===== src/rtl/multi_matmul_drain.sv =====
// multi_matmul_drain
//   Consumer-side end of the multi-matmul array output bus. When the array's
//   acc_done flag rises, the concatenated result vector is captured and then
//   streamed out one module slice at a time (module 0 first) on a valid/ready
//   interface toward writeback/softmax logic. Data passes bit-exact.
//
//   Handshake: a slice transfers on every cycle where out_valid & out_ready.
//   While out_valid=1 and out_ready=0, out_data/out_idx/out_last hold stable,
//   and out_valid never drops until the slice is taken.
//
//   Optional feature (macro MULTI_MATMUL_DRAIN_DOUBLE_BUF_EN):
//     adds one pending buffer so a result arriving mid-drain can be held and
//     streamed immediately after the current one. Undefined: single buffer.
//
// Ports:
//   clk          in   clock, rising edge
//   rst_n        in   asynchronous active-low reset
//   acc_done     in   level flag; a 0->1 transition marks new results
//   in_data      in   SLICE_W*TOTAL_MODULES concatenated results
//   out_ready    in   downstream accepts current slice
//   clr_overrun  in   synchronous clear of overrun
//   out_valid    out  out_data is valid
//   out_data     out  current module slice
//   out_idx      out  module index of out_data
//   out_last     out  final slice of the current result
//   busy         out  a result is held or being drained
//   overrun      out  sticky: a result was dropped
//   dbg_state    out  FSM state (0 = IDLE, 1 = DRAIN)
module multi_matmul_drain #(
    parameter int WIDTH_OUT     = 16,
    parameter int CHUNK_SIZE    = 4,
    parameter int NUM_CORES_A   = 4,
    parameter int NUM_CORES_B   = 1,
    parameter int TOTAL_MODULES = 2,
    localparam int SLICE_W      = WIDTH_OUT * CHUNK_SIZE * NUM_CORES_A * NUM_CORES_B,
    localparam int IDX_W        = (TOTAL_MODULES > 1) ? $clog2(TOTAL_MODULES) : 1
) (
    input  logic                               clk,
    input  logic                               rst_n,
    input  logic                               acc_done,
    input  logic [SLICE_W*TOTAL_MODULES-1:0]   in_data,
    input  logic                               out_ready,
    input  logic                               clr_overrun,
    output logic                               out_valid,
    output logic [SLICE_W-1:0]                 out_data,
    output logic [IDX_W-1:0]                   out_idx,
    output logic                               out_last,
    output logic                               busy,
    output logic                               overrun,
    output logic                               dbg_state
);

    localparam logic [IDX_W-1:0] LAST_IDX = IDX_W'(TOTAL_MODULES - 1);

    typedef enum logic {
        ST_IDLE  = 1'b0,
        ST_DRAIN = 1'b1
    } state_t;

    state_t             state_q, state_d;
    logic               acc_done_q;
    logic [SLICE_W-1:0] act_buf [TOTAL_MODULES];
    logic [IDX_W-1:0]   idx_q;
    logic               overrun_q;
    logic               pend_full;

    logic rise, hs, final_hs, draining;
    logic take_new;   // load active buffer straight from in_data
    logic take_pend;  // move pending buffer into active buffer
    logic fill_pend;  // load pending buffer from in_data
    logic drop;       // new result has nowhere to go

    assign draining = (state_q == ST_DRAIN);
    assign rise     = acc_done & ~acc_done_q;
    assign hs       = draining & out_ready;
    assign final_hs = hs & (idx_q == LAST_IDX);

    // Buffer-control decisions. A final handshake frees the active buffer in
    // the same cycle, so a coincident rise is never treated as a drop.
    always_comb begin
        take_new  = 1'b0;
        take_pend = 1'b0;
        fill_pend = 1'b0;
        drop      = 1'b0;
        if (!draining) begin
            take_new = rise;
        end else if (final_hs) begin
            take_pend = pend_full;
            take_new  = rise & ~pend_full;
            fill_pend = rise & pend_full;
        end else if (rise) begin
`ifdef MULTI_MATMUL_DRAIN_DOUBLE_BUF_EN
            fill_pend = ~pend_full;
            drop      = pend_full;
`else
            drop      = 1'b1;
`endif
        end
    end

    // FSM: state register
    always_ff @(posedge clk or negedge rst_n) begin
        if (!rst_n) state_q <= ST_IDLE;
        else        state_q <= state_d;
    end

    // FSM: next state
    always_comb begin
        state_d = state_q;
        case (state_q)
            ST_IDLE:  if (rise) state_d = ST_DRAIN;
            ST_DRAIN: if (final_hs && !take_new && !take_pend) state_d = ST_IDLE;
            default:  state_d = ST_IDLE;
        endcase
    end

    // FSM: outputs
    always_comb begin
        out_valid = draining;
        out_data  = draining ? act_buf[idx_q] : '0;
        out_idx   = draining ? idx_q : '0;
        out_last  = draining & (idx_q == LAST_IDX);
        busy      = draining | pend_full;
        overrun   = overrun_q;
        dbg_state = state_q;
    end

`ifdef MULTI_MATMUL_DRAIN_DOUBLE_BUF_EN
    logic [SLICE_W-1:0] pend_buf [TOTAL_MODULES];
    logic               pend_full_q;

    always_ff @(posedge clk or negedge rst_n) begin
        if (!rst_n) begin
            pend_full_q <= 1'b0;
            for (int i = 0; i < TOTAL_MODULES; i++) pend_buf[i] <= '0;
        end else begin
            if (fill_pend) begin
                for (int i = 0; i < TOTAL_MODULES; i++)
                    pend_buf[i] <= in_data[i*SLICE_W +: SLICE_W];
                pend_full_q <= 1'b1;
            end else if (take_pend) begin
                pend_full_q <= 1'b0;
            end
        end
    end
    assign pend_full = pend_full_q;
`else
    assign pend_full = 1'b0;
`endif

    // Datapath: acc_done delay, active buffer, slice index, overrun flag
    always_ff @(posedge clk or negedge rst_n) begin
        if (!rst_n) begin
            acc_done_q <= 1'b0;
            idx_q      <= '0;
            overrun_q  <= 1'b0;
            for (int i = 0; i < TOTAL_MODULES; i++) act_buf[i] <= '0;
        end else begin
            acc_done_q <= acc_done;
            if (take_new) begin
                for (int i = 0; i < TOTAL_MODULES; i++)
                    act_buf[i] <= in_data[i*SLICE_W +: SLICE_W];
                idx_q <= '0;
            end else if (take_pend) begin
`ifdef MULTI_MATMUL_DRAIN_DOUBLE_BUF_EN
                for (int i = 0; i < TOTAL_MODULES; i++)
                    act_buf[i] <= pend_buf[i];
`endif
                idx_q <= '0;
            end else if (hs && !final_hs) begin
                idx_q <= idx_q + IDX_W'(1);
            end
            // A drop in the same cycle as a clear wins.
            if (drop)             overrun_q <= 1'b1;
            else if (clr_overrun) overrun_q <= 1'b0;
        end
    end

endmodule


===== config.mk =====
export PLATFORM = sky130hd
export DESIGN_NAME = multi_matmul_drain
export DESIGN_NICKNAME = d
export VERILOG_FILES = /design/src/rtl/multi_matmul_drain.sv
export SDC_FILE = /design/constraint.sdc
export NUM_CORES = 1
export LEC_CHECK = 0
export ABC_AREA = 1
export BUFFER_PORTS_ARGS = -buffer_cell sky130_fd_sc_hd__buf_2
export CAP_MARGIN = 20
export CORE_AREA = 4 4 299 301
export DETAILED_ROUTE_END_ITERATION = 10
export DIE_AREA = 0 0 303 305
export GPL_TIMING_DRIVEN = 0
export SYNTH_ARGS = -nofsm -noshare
export SYNTH_HDL_FRONTEND = slang
export SYNTH_SLANG_ARGS = --single-unit

===== constraint.sdc =====
create_clock -name clk -period 1.7 [get_ports clk]
set_input_delay 0.085 -clock clk [delete_from_list [all_inputs] [get_ports clk]]
set_output_delay 0.085 -clock clk [all_outputs]
set_load 0.01 [all_outputs]

==> results.md <==
- Netlist Area Pre-Place: 24300 µm²
- DP Area: 29800 µm²
- First-pass GRT wire length: 169000 µm
- Final Max Slew Viols: 0
- Initial Util: 0.281
- Compound-cell area share of the yosys netlist: 0.0529
- Routed wire length: 115000 µm
- Pin count of the biggest net entering global routing: 98
- Worst Setup Slack, final: -530 ps
- Lkg Pwr: 20.4 nW
- # rows: 108
- I/O pin total: 779
- Die width: 303 µm
- Ys Warns: 0
- Max Cap Violations: 0
- Initial antenna violation count: 13
- Sink Count: 516
- Overflow left after global routing: 0
- Hpwl dp: 79900 µm
- Failing checks: negative hold slack, negative setup slack
- Syn_nets: 3612
- HP Class: input port to asynchronous set/reset pin
- Total power: 52.1 mW
- RePlAce Congestion: 0.947
- TritonCTS clock tree: built
- Status: finished, violations left
- Main combinational cell family by area after synthesis: simple AND/OR/NAND/NOR gates
- Initial DRC count: 2118
- Post-layout minimum cycle time: 2230 ps
- Worst-Margin Slew: 793 ps
- Reg2Reg Setup Slack: -410 ps
- CTS Buf Count: 60
- Critical-path cell list: buf_8, buf_12, clkinv_16, buf_16, buf_8, nor2_1, nor2_1, buf_2
- Final period utilization: 1.31
- Cell area after layout: 39300 µm²
- R2R depth: 5
- Worst path top cell family by delay: buffers and inverters
- Reg2reg end: act_buf[183]
- CP Data Arrival Time: 2140 ps
- Buffers on Ports: 778
- Final hold violation count: 231
- Die Height: 305 µm
- Remaining DRCs: 0
- Synth Area in Adders: 0
- Maximum vdd drop: 0.000676 V
- Via density: 4.80
- Cells after Synth: 3095
- Storage element area: 12900 µm²
- Multi-input gate area: 10300 µm²
- Vias: 27500
- RSZ-0062 raised after global routing: true
- CP Launch Type: flip-flop
- Crit path required time: 1620 ps
- Setup Skew: 22.5 ps
- Die Area: 92400 µm²
- Final setup fails: 751
- CP Class: flip-flop to output port
- DR WL/cell: 20.0 µm
- Crit path max fanout: 10
- Synth Area in XOR/XNOR: 0
- Largest stage delay on the critical path: 380 ps
- Yosys cell types: 17
- Buffers and inverters on the worst path: 6
- Layout fillers: 8380
- Core box area: 86600 µm²
- Worst-Skew Late Latency: 620 ps
- Root Driver: clkbuf_16
- Total Routing Usage GR: 0.237
- Number of global-route vias before repair: 28500
- Slowest library cell on the worst path: dfrtp_1
- Fmax: 449 MHz
- RR Startpoint: acc_done_q
- Slew headroom: 0.470
- Max clock buf depth: 3
- Post-synthesis register bit count: 516
- Post-Synth Simple-Gate Area: 0.345
- Worst hold margin: -567 ps
- Fraction of layout cells with a size suffix above 1: 0.295
- Mux share of post-synthesis cell area: 0
- Crit end category: output port
- CTS clk-pin slew, worst paths: 60 ps
- Drt pass-1 iters: 6
- Area growth, synth to finish: 61.6%
- Seq/Total Area, Yosys: 0.531
- CTS H-tree lvls: 2
- Antenna-violating nets left: 0
- Power Density: 1320 nW/µm²
- Layout net count: 5018
- Syn avg cell area: 7.86 µm²
-- report_power, final --
| part | switching [mW] | internal [mW] | total (mW) |
|---|---|---|---|
| Clock | 5.57 | 8.46 | 14.0 |
| Combinational | 11.6 | 8.61 | 20.2 |
| Sequential | 2.09 | 15.8 | 17.8 |
-- sequential cells by signal (all words and copies together), names as in the netlist --
| signal | count |
|---|---|
| act_buf | 512 |
| idx_q | 1 |
| busy | 1 |
| acc_done_q | 1 |
| overrun | 1 |
-- cells in the mapped netlist --
cell,number,area (µm²)
nand2_1,1030,3870
clkbuf_1,56,210
nand2_4,1,11.3
nor2_1,512,1920
nand2_2,2,12.5
inv_4,1,6.26
buf_2,99,495
buf_8,1,15.0
nand3_1,512,2560
inv_1,5,18.8
buf_4,39,293
nor2_4,1,11.3
o22ai_1,1,6.26
buf_6,62,698
dfrtp_1,516,12900
buf_1,1,3.75
o21ai_0,256,1280
-- final cells by class --
type                            instances  share of cell area
Timing Repair Buffer                 1344               0.260
Buffer                                257              0.0545
Sequential cell                       516               0.328
Multi-Input combinational cell       2315               0.263
Clock buffer                           90              0.0465
Timing Repair inverter                  1            0.000509
Antenna cell                           15            0.000955
Clock inverter                         24             0.00815
Tap cell                             1155              0.0368
Inverter                                6             0.00124
-- metal layers --
metal	vias up	global-route usage	routed length, µm
li1	12800	-	-
met1	13100	0.284	44800
met2	1213	0.396	54400
met3	415	0.0468	7860
met4	0	0.137	7510
met5	-	0	0
-- worst reg2reg max path, stage by stage, from the launching register on --
cell and delay [ps]:
dfrtp_1 400, nor2_4 470, buf_2 550, buf_2 340, nand3_1 180, nand2_1 110
-- through the flow --
step	util	hold slack [ps]	instances	worst slack, ps	setup TNS (ps)
CTS	0.445	-580	5695	-607	-282800
global route	0.454	-568	5718	-619	-297670
global placement	0.342	221	5028	-10850	-5770970
floorplan	-	-211	3095	367	0
finish	0.454	-567	5723	-530	-217200
detailed placement	0.344	95.4	5033	-710	-261240
-- timing repair --
item / 4_1_cts / 5_1_grt
hold buffers: 516 / 5
gates resized for setup: 319 / 210
pin swaps: 123 / 33
gates cloned: 11 / 10
setup buffers: 22 / 3
setup endpoints to repair: 771 / 787
endpoints found under the hold margin: 783 / 80
-- worst max-delay path by stage --
stage / slack, ps / cells past startpoint / end / from
4_1_cts: -610 / 10 / out_data[71] / idx_q
2_1_floorplan: 370 / 5 / out_data[100] / busy
6_report: -530 / 8 / out_data[21] / idx_q
3_5_place_dp: -710 / 6 / out_data[116] / busy
5_1_grt: -620 / 9 / out_data[115] / idx_q
3_3_place_gp: -10850 / 1 / act_buf[284] / rst_n
-- placed cells by master, fill, tap and decap left out, drive strengths merged --
cell type / n
buf: 1027
o21ai: 256
o22ai: 1
clkinvlp: 4
diode: 15
clkinv: 14
nand3: 512
bufinv: 7
nor2: 513
nand2: 1033
inv: 6
dlygate4sd3: 520
clkbuf: 144
dfrtp: 516
-- logic make-up after synthesis --
| logic type | after synthesis |
|---|---|
| buffers and inverters | 264 |
| and+or+nand+nor | 2058 |
| AOI/OAI and AO/OA | 257 |
| DFF | 516 |
Note: power is estimated with default switching activity, not from simulation.
